### src/rtl/cordic_pkg.sv
// Shared definitions for the CORDIC datapath and its job sequencer.
// Q5.10 operands, mode encodings and the sequencer state type.
package cordic_pkg;

  localparam int          FRAC_BITS = 10;
  localparam logic [15:0] ONE       = 16'h0400;

  localparam logic [1:0] SEL_MODE0 = 2'b00;
  localparam logic [1:0] SEL_MODE1 = 2'b01;
  localparam logic [1:0] SEL_MODE2 = 2'b10;
  localparam logic [1:0] SEL_RSVD  = 2'b11;

  localparam int DEFAULT_CORE_LATENCY = 34;

  typedef enum logic [1:0] {
    ST_IDLE = 2'd0,
    ST_LOAD = 2'd1,
    ST_RUN  = 2'd2,
    ST_HOLD = 2'd3
  } seq_state_e;

  function automatic logic is_rsvd(input logic [1:0] sel);
    return sel == SEL_RSVD;
  endfunction

endpackage

### src/rtl/cordic_job_sequencer.sv
// Feeds operand jobs into the iterative CORDIC core, waits out its latency and
// returns the captured result with the job tag on a valid/ready stream.
//
// state | meaning
// IDLE  | core parked in reset, waiting for a job
// LOAD  | operands on core pins, core reset still high for one cycle
// RUN   | core iterating, counter runs down to the capture cycle
// HOLD  | result presented; one further job may be parked in the pending slot
module cordic_job_sequencer
  import cordic_pkg::*;
#(
  parameter int WIDTH        = 15,
  parameter int CORE_LATENCY = DEFAULT_CORE_LATENCY,
  parameter int TAG_W        = 4
) (
  input  logic             clk,
  input  logic             ext_reset,
  input  logic             in_valid,
  output logic             in_ready,
  input  logic [WIDTH:0]   in_x,
  input  logic [WIDTH:0]   in_y,
  input  logic [WIDTH:0]   in_z,
  input  logic [1:0]       in_sel,
  input  logic [TAG_W-1:0] in_tag,
  output logic [WIDTH:0]   core_x,
  output logic [WIDTH:0]   core_y,
  output logic [WIDTH:0]   core_z,
  output logic [1:0]       core_sel,
  output logic             core_reset,
  input  logic [WIDTH:0]   core_result,
  output logic             out_valid,
  input  logic             out_ready,
  output logic [WIDTH:0]   out_data,
  output logic [TAG_W-1:0] out_tag,
  output logic             out_err
);

  localparam int               CNT_W    = $clog2(CORE_LATENCY) + 1;
  localparam logic [CNT_W-1:0] CNT_LOAD = CNT_W'(CORE_LATENCY - 1);

  seq_state_e       state;
  logic             rdy_q;
  logic [CNT_W-1:0] cnt;
  logic [TAG_W-1:0] job_tag;

  logic             pend_valid;
  logic [WIDTH:0]   pend_x, pend_y, pend_z;
  logic [1:0]       pend_sel;
  logic [TAG_W-1:0] pend_tag;

  logic             in_fire, out_fire, nxt_avail;
  logic [WIDTH:0]   nxt_x, nxt_y, nxt_z;
  logic [1:0]       nxt_sel;
  logic [TAG_W-1:0] nxt_tag;

  // Ready comes from a register; the reset gate only keeps it low while reset is held.
  assign in_ready = rdy_q & ~ext_reset;
  assign in_fire  = in_valid & in_ready;
  assign out_fire = out_valid & out_ready;

  // A parked job always takes priority over the port (in_ready is low while one is parked).
  always_comb begin
    nxt_avail = pend_valid | in_fire;
    nxt_x     = pend_valid ? pend_x   : in_x;
    nxt_y     = pend_valid ? pend_y   : in_y;
    nxt_z     = pend_valid ? pend_z   : in_z;
    nxt_sel   = pend_valid ? pend_sel : in_sel;
    nxt_tag   = pend_valid ? pend_tag : in_tag;
  end

  always_ff @(posedge clk) begin
    if (ext_reset) begin
      state      <= ST_IDLE;
      rdy_q      <= 1'b1;
      cnt        <= '0;
      job_tag    <= '0;
      pend_valid <= 1'b0;
      pend_x     <= '0;
      pend_y     <= '0;
      pend_z     <= '0;
      pend_sel   <= '0;
      pend_tag   <= '0;
      core_x     <= '0;
      core_y     <= '0;
      core_z     <= '0;
      core_sel   <= '0;
      core_reset <= 1'b1;
      out_valid  <= 1'b0;
      out_data   <= '0;
      out_tag    <= '0;
      out_err    <= 1'b0;
    end else begin
      case (state)
        ST_IDLE, ST_HOLD: begin
          if (state == ST_HOLD && !out_fire) begin
            if (in_fire) begin
              pend_valid <= 1'b1;
              pend_x     <= in_x;
              pend_y     <= in_y;
              pend_z     <= in_z;
              pend_sel   <= in_sel;
              pend_tag   <= in_tag;
              rdy_q      <= 1'b0;
            end
          end else if (nxt_avail) begin
            pend_valid <= 1'b0;
            if (is_rsvd(nxt_sel)) begin
              // Reserved mode never touches the core; report it straight away.
              state     <= ST_HOLD;
              out_valid <= 1'b1;
              out_err   <= 1'b1;
              out_data  <= '0;
              out_tag   <= nxt_tag;
              rdy_q     <= 1'b1;
            end else begin
              state     <= ST_LOAD;
              out_valid <= 1'b0;
              core_x    <= nxt_x;
              core_y    <= nxt_y;
              core_z    <= nxt_z;
              core_sel  <= nxt_sel;
              job_tag   <= nxt_tag;
              rdy_q     <= 1'b0;
            end
          end else begin
            state     <= ST_IDLE;
            out_valid <= 1'b0;
            rdy_q     <= 1'b1;
          end
        end
        ST_LOAD: begin
          cnt        <= CNT_LOAD;
          core_reset <= 1'b0;
          state      <= ST_RUN;
        end
        ST_RUN: begin
          if (cnt == '0) begin
            out_data   <= core_result;
            out_err    <= 1'b0;
            out_tag    <= job_tag;
            out_valid  <= 1'b1;
            core_reset <= 1'b1;
            rdy_q      <= 1'b1;
            state      <= ST_HOLD;
          end else begin
            cnt <= cnt - 1'b1;
          end
        end
        default: state <= ST_IDLE;
      endcase
    end
  end

endmodule

### config.mk
export PLATFORM = sky130hd
export DESIGN_NAME = cordic_job_sequencer
export DESIGN_NICKNAME = d
export VERILOG_FILES = /design/src/rtl/cordic_pkg.sv /design/src/rtl/cordic_job_sequencer.sv
export SDC_FILE = /design/constraint.sdc
export NUM_CORES = 1
export LEC_CHECK = 0
export CORE_UTILIZATION = 60
export CTS_CLUSTER_DIAMETER = 120
export DETAILED_ROUTE_END_ITERATION = 8
export DONT_BUFFER_PORTS = 1
export PLACE_DENSITY_LB_ADDON = 0.3
export SLEW_MARGIN = 20
export SYNTH_ARGS = -nofsm -noshare
export SYNTH_HDL_FRONTEND = slang
export SYNTH_SLANG_ARGS = --single-unit
### constraint.sdc
create_clock -name clk -period 6.7 [get_ports clk]
set_input_delay 1.34 -clock clk [delete_from_list [all_inputs] [get_ports clk]]
set_output_delay 1.34 -clock clk [all_outputs]
set_load 0.03 [all_outputs]
# Word level (Yosys, flattened, before mapping)
# Cells that the tools add are included.
totals:
  reg_bits: 142
  input_bits: 74
  output_inout_bits: 74
  elab_cells: 95
classes:
  addsub: 1
  eq_ne: 11
  mux: 40
  n_bitwise: 7
  n_reduce_logical: 17
ops:
  columns: ["operator", "count"]
  rows:
  - ["$mux W16", 7]
  - ["$pmux W16 S2", 1]
  - ["$mux W4", 5]
  - ["$mux W1", 14]
  - ["$pmux W7 S2", 1]
  - ["$ne A2 B2 Y1 const B", 6]
  - ["$reduce_and A3 Y1", 4]
  - ["$mux W2", 5]
  - ["$pmux W1 S2", 4]
  - ["$pmux W4 S2", 1]
  - ["$logic_not A7 Y1", 1]
  - ["$mux W7", 1]
  - ["$sub A7 B1 Y7 const B", 1]
  - ["$eq A2 B2 Y1 const B", 3]
  - ["$pmux W2 S3", 1]
  - ["$reduce_and A2 Y1", 3]
  - ["$reduce_bool A2 Y1", 3]
  - ["$reduce_and A5 Y1", 1]
  - ["$reduce_and A4 Y1", 1]
  - ["$and A1 B1 Y1", 3]
  - ["$ne A3 B3 Y1 const B", 1]
  - ["$not A1 Y1", 3]
  - ["$eq A2 B1 Y1 const B", 1]
  - ["$logic_not A2 Y1", 1]
  - ["other kinds (4)", 4]

# Longest topological paths before layout
depth:
  word_depth: 7
  ltp_mapped: 9
  depth_no_buf: 6

# Worst setup path before layout
# No wires, ideal clock.
synth_path:
  kind: "input to output"
  startpoint: "in ext_reset"
  endpoint: "out in_ready"
  t_arrival_ns: 2.168
  required_ns: 5.360
  path_slack_ns: 3.192
  stages: 3
  n_path_buf: 2
  cell_sequence: "clkbuf_1 > clkbuf_1 > nor2b_1"
synth_between:
  elab_chain_len: 2
synth_lines:
  columns: ["item", "line", "source"]
  rows:
  - ["from (decl)", "cordic_job_sequencer.sv:17", "input logic ext_reset,"]
  - ["$not A1 Y1", "cordic_job_sequencer.sv:57", "assign in_ready = rdy_q & ~ext_reset;"]
  - ["$and A1 B1 Y1", "cordic_job_sequencer.sv:57", null]
  - ["to (decl)", "cordic_job_sequencer.sv:19", "output logic in_ready,"]
# Every way passes these cells.

# Worst setup path in the final report
layout_path:
  startpoint: "in ext_reset"
  endpoint: "reg core_z[9]"
layout_between:
  elab_chain_len: 5
layout_lines:
  columns: ["item", "line", "source"]
  rows:
  - ["$not A1 Y1", "cordic_job_sequencer.sv:57", null]
  - ["$and A1 B1 Y1", "cordic_job_sequencer.sv:57", null]
  - ["$and A1 B1 Y1", "cordic_job_sequencer.sv:58", "assign in_fire = in_valid & in_ready;"]
  - ["$or A1 B1 Y1", "cordic_job_sequencer.sv:63", "nxt_avail = pend_valid | in_fire;"]
  - ["$reduce_and A4 Y1 (no source line)", null, null]
  - ["to (signal assigned)", "cordic_job_sequencer.sv:120", "core_z <= nxt_z;"]
  - ["to (decl)", "cordic_job_sequencer.sv:27", "output logic [WIDTH:0] core_z,"]
# Parallel ways exist; a longest one is shown, timed or not.
# A chain may end at the register's enable or synchronous reset.

==> reports/summary.txt <==
Clock Tree Root: clkbuf_8
Cts repair resizes: 0
RePlAce Congestion: 0.831
DRT antenna net count: 0
Ranking of synthesized cells by area: dfxtp_1, a21oi_1, mux2i_1
Top metal layer carrying routed signals: met4
Hold Buf Count CTS: 0
Vias in the first global route: 4559
Post-synth EDFFs: 0
Synth Area in Compound Gates: 25.6%
Critical-path maximum fanout: 138
Hold Crit Class: register to register
Final setup fails: 0
XOR/XNOR Fraction of Synth Area: 0.581%
Peak supply drop: 341 uV
Max-slew headroom: 26.2%
PortBufs: 0
Cell family with most CP delay: simple AND/OR/NAND/NOR gates
Synth area leader: dfxtp_1
WP buf/inv: 0
Pwr dens: 462 mW/mm^2
Initial antenna violation count: 0
Routed wl met2: 7000 um
Yosys top cell area share: 47.1%
Avg Synthesized Cell Area: 8.73 um^2
Ratio of cells with drive above 1 in the final layout: 6.37%
Met3 WL: 1290 um
Fin area: 0.00661 mm^2
Clock buffer depth: 2
Worst Skew: 6.77 ps
Drt total wl: 14300 um
Worst hold path depth: 2
Die width: 102 um
Clk_lat worst skew: 510 ps
# diodes: 0
Util after Layout: 67.6%
Clk sinks: 142
Startpoint Class: input port
Main flop type after synthesis: dfxtp_1
Area grow syn2layout: 9.63%
Congestion Overflow GR: 0
Worst-path clk slew: 60 ps
Worst-case hold slack: 453 ps
DRC violation count after routing: 0
Setup TNS: 0 ps
Largest family of logic cells by synthesized area: compound AO/OA/AOI/OAI gates
Mapped Cells: 691
Worst setup EP type: register
Minimum clock period after layout: 3600 ps
Final Hold Fails: 0
First-pass iteration count of the detailed router: 5
Detail Placement HPWL: 8610 um
Post-synthesis register bit count: 142
Core Region: 0.00977 mm^2
Post-Synthesis Cell Area: 0.00603 mm^2
Simple-gate portion of the synthesized area: 11.7%
Syn Nets: 770
Cells along the critical path: and3b_1, a21o_2, and2_2, a211oi_1
Worst endpoint required time: 7030 ps
Wirelength per Cell: 18.1 um
Run status: completed
First-pass GRT wire length: 22000 um
H-tree depth: 4
Tot Pwr: 0.00306 W
Total CTS buffers: 17
Leakage: 2.09 nW
Worst path slowest cell: and2_2
Synth warn: 0
Maximum clock frequency: 278 MHz
Share of flip-flops with an asynchronous set or reset: 0%
Layout Nets: 727
Setup bufs post-CTS: 0
Slew @ Worst Pin: 1110 ps
Die area: 0.0105 mm^2
DR vias/cell: 6.27
Worst reg2reg path depth: 7
Part of the Yosys area used for sequential elements: 47.1%
Distinct cells, synth: 44
RSZ-0062 raised after global routing: false
Stages on worst setup path: 4
Final Slew Violations: 0
CP peak stage delay: 1030 ps
Rows: 36
Period utilization: 53.7%
Largest net degree at the start of global routing: 139
Total of max-cap violations: 0
Total vias in the final route: 4968
Mux cell area share after synthesis: 8.96%
Ports: 148
Adder-Cell Fraction of Synth Area: 1.04%
Die height: 102 um
Tot GR Track Use: 26.9%
TritonCTS clock tree: done
Cell Area, Placed: 0.00599 mm^2
Starting DRC count in detailed routing: 269
Arr. time, crit path: 3920 ps
Routed length on met1: 5800 um
Initial Util: 61.7%
Crit Path Class: input port to register
==> final cells by class <==
cell class              instances  area, um^2
fillers                       789        3160
flip-flops and latches        142        2850
well taps                     133         166
clock buffers                  19         422
clock inverters                11         193
repair buffers                  4        30.0
inverters                      11        41.3
multi-input cells             472        2910
==> cells by family (layout without fill, tap and decap cells) <==
group                      count (synthesis)  in the layout
AOI/OAI and AO/OA                        247            247
muxes                                     54             54
and+or+nand+nor                          162            162
xor gates and xnor gates                   4              4
buffers and inverters                     77             45
adders and majority gates                  5              5
DFF                                      142            142
==> metal layers <==
metal  vias to the layer above  global-route usage [%]
li1                       2411                       -
met1                      2340                    30.2
met2                       191                    46.2
met3                        26                    9.44
met4                         0                    12.0
met5                         -                       0
==> registers in the layout, summed over array words and instances (netlist names) <==
register	cells
pend_y	16
pend_valid	1
cnt	7
core_x	16
core_z	16
pend_sel	2
pend_z	16
state	2
pend_x	16
out_valid	1
job_tag	4
out_data	16
out_tag	4
core_y	16
core_sel	2
core_reset	1
rdy_q	1
pend_tag	4
out_err	1
==> worst reg2reg max path, cell delays in order, from the launching register on <==
cell and delay [ps]:
dfxtp_1 380, inv_1 60, ha_1 620, inv_1 200, nor3b_2 240, buf_4 530
and2_2 990, a211oi_1 240
==> per-stage QoR <==
| stage | worst slack (ps) | instances |
|---|---|---|
| 2_1_floorplan | 3190 | 691 |
| 3_3_place_gp | 2870 | 762 |
| 3_5_place_dp | 2740 | 762 |
| 4_1_cts | 3320 | 792 |
| 5_1_grt | 3080 | 792 |
| 6_report | 3100 | 792 |
==> synthesized netlist by cell type (all sizes together), types with 4 or more instances <==
cell / n
o21ai: 11
clkbuf: 56
dfxtp: 142
mux2i: 54
nand4: 17
a31o: 4
nand3: 4
inv: 11
a21oi: 134
nor2: 9
xnor2: 4
nand2: 117
ha: 5
o311a: 5
buf: 10
a211oi: 56
o31ai: 17
==> worst paths after layout <==
kind	start	to	slack [ps]
setup / recovery	ext_reset	core_z[9]$_SDFFE_PP0P_	3100
hold / removal	pend_z[12]$_SDFFE_PP0P_	pend_z[12]$_SDFFE_PP0P_	450
setup reg to reg	state[0]$_SDFFE_PP0P_	core_z[9]$_SDFFE_PP0P_	3280
hold reg to reg	pend_z[12]$_SDFFE_PP0P_	pend_z[12]$_SDFFE_PP0P_	450
==> where the power goes <==
part	internal (W)	switching (W)	leakage, nW	total (W)
Clock	0.000637	0.000339	0.294	0.000976
Sequential	0.000966	0.000265	1.15	0.00123
Combinational	0.000261	0.000590	0.639	0.000851
Total	0.00186	0.00119	2.09	0.00306
==> cells in the final DEF, fill, tap and decap left out, types with 3 or more instances in the layout <==
master,synthesis,layout
o21ai_0,11,11
buf_4,0,4
ha_1,5,5
bufinv_16,0,5
inv_1,11,11
dfxtp_1,142,141
o311a_1,5,5
o31ai_1,17,17
xnor2_1,4,4
nand4_1,17,17
clkbuf_16,0,16
mux2i_1,54,54
nand3_1,4,3
nand2_1,117,117
a31o_1,4,4
nor2_1,9,9
a211oi_1,56,56
a21oi_1,134,134
Power figures use the tool's default switching activity.
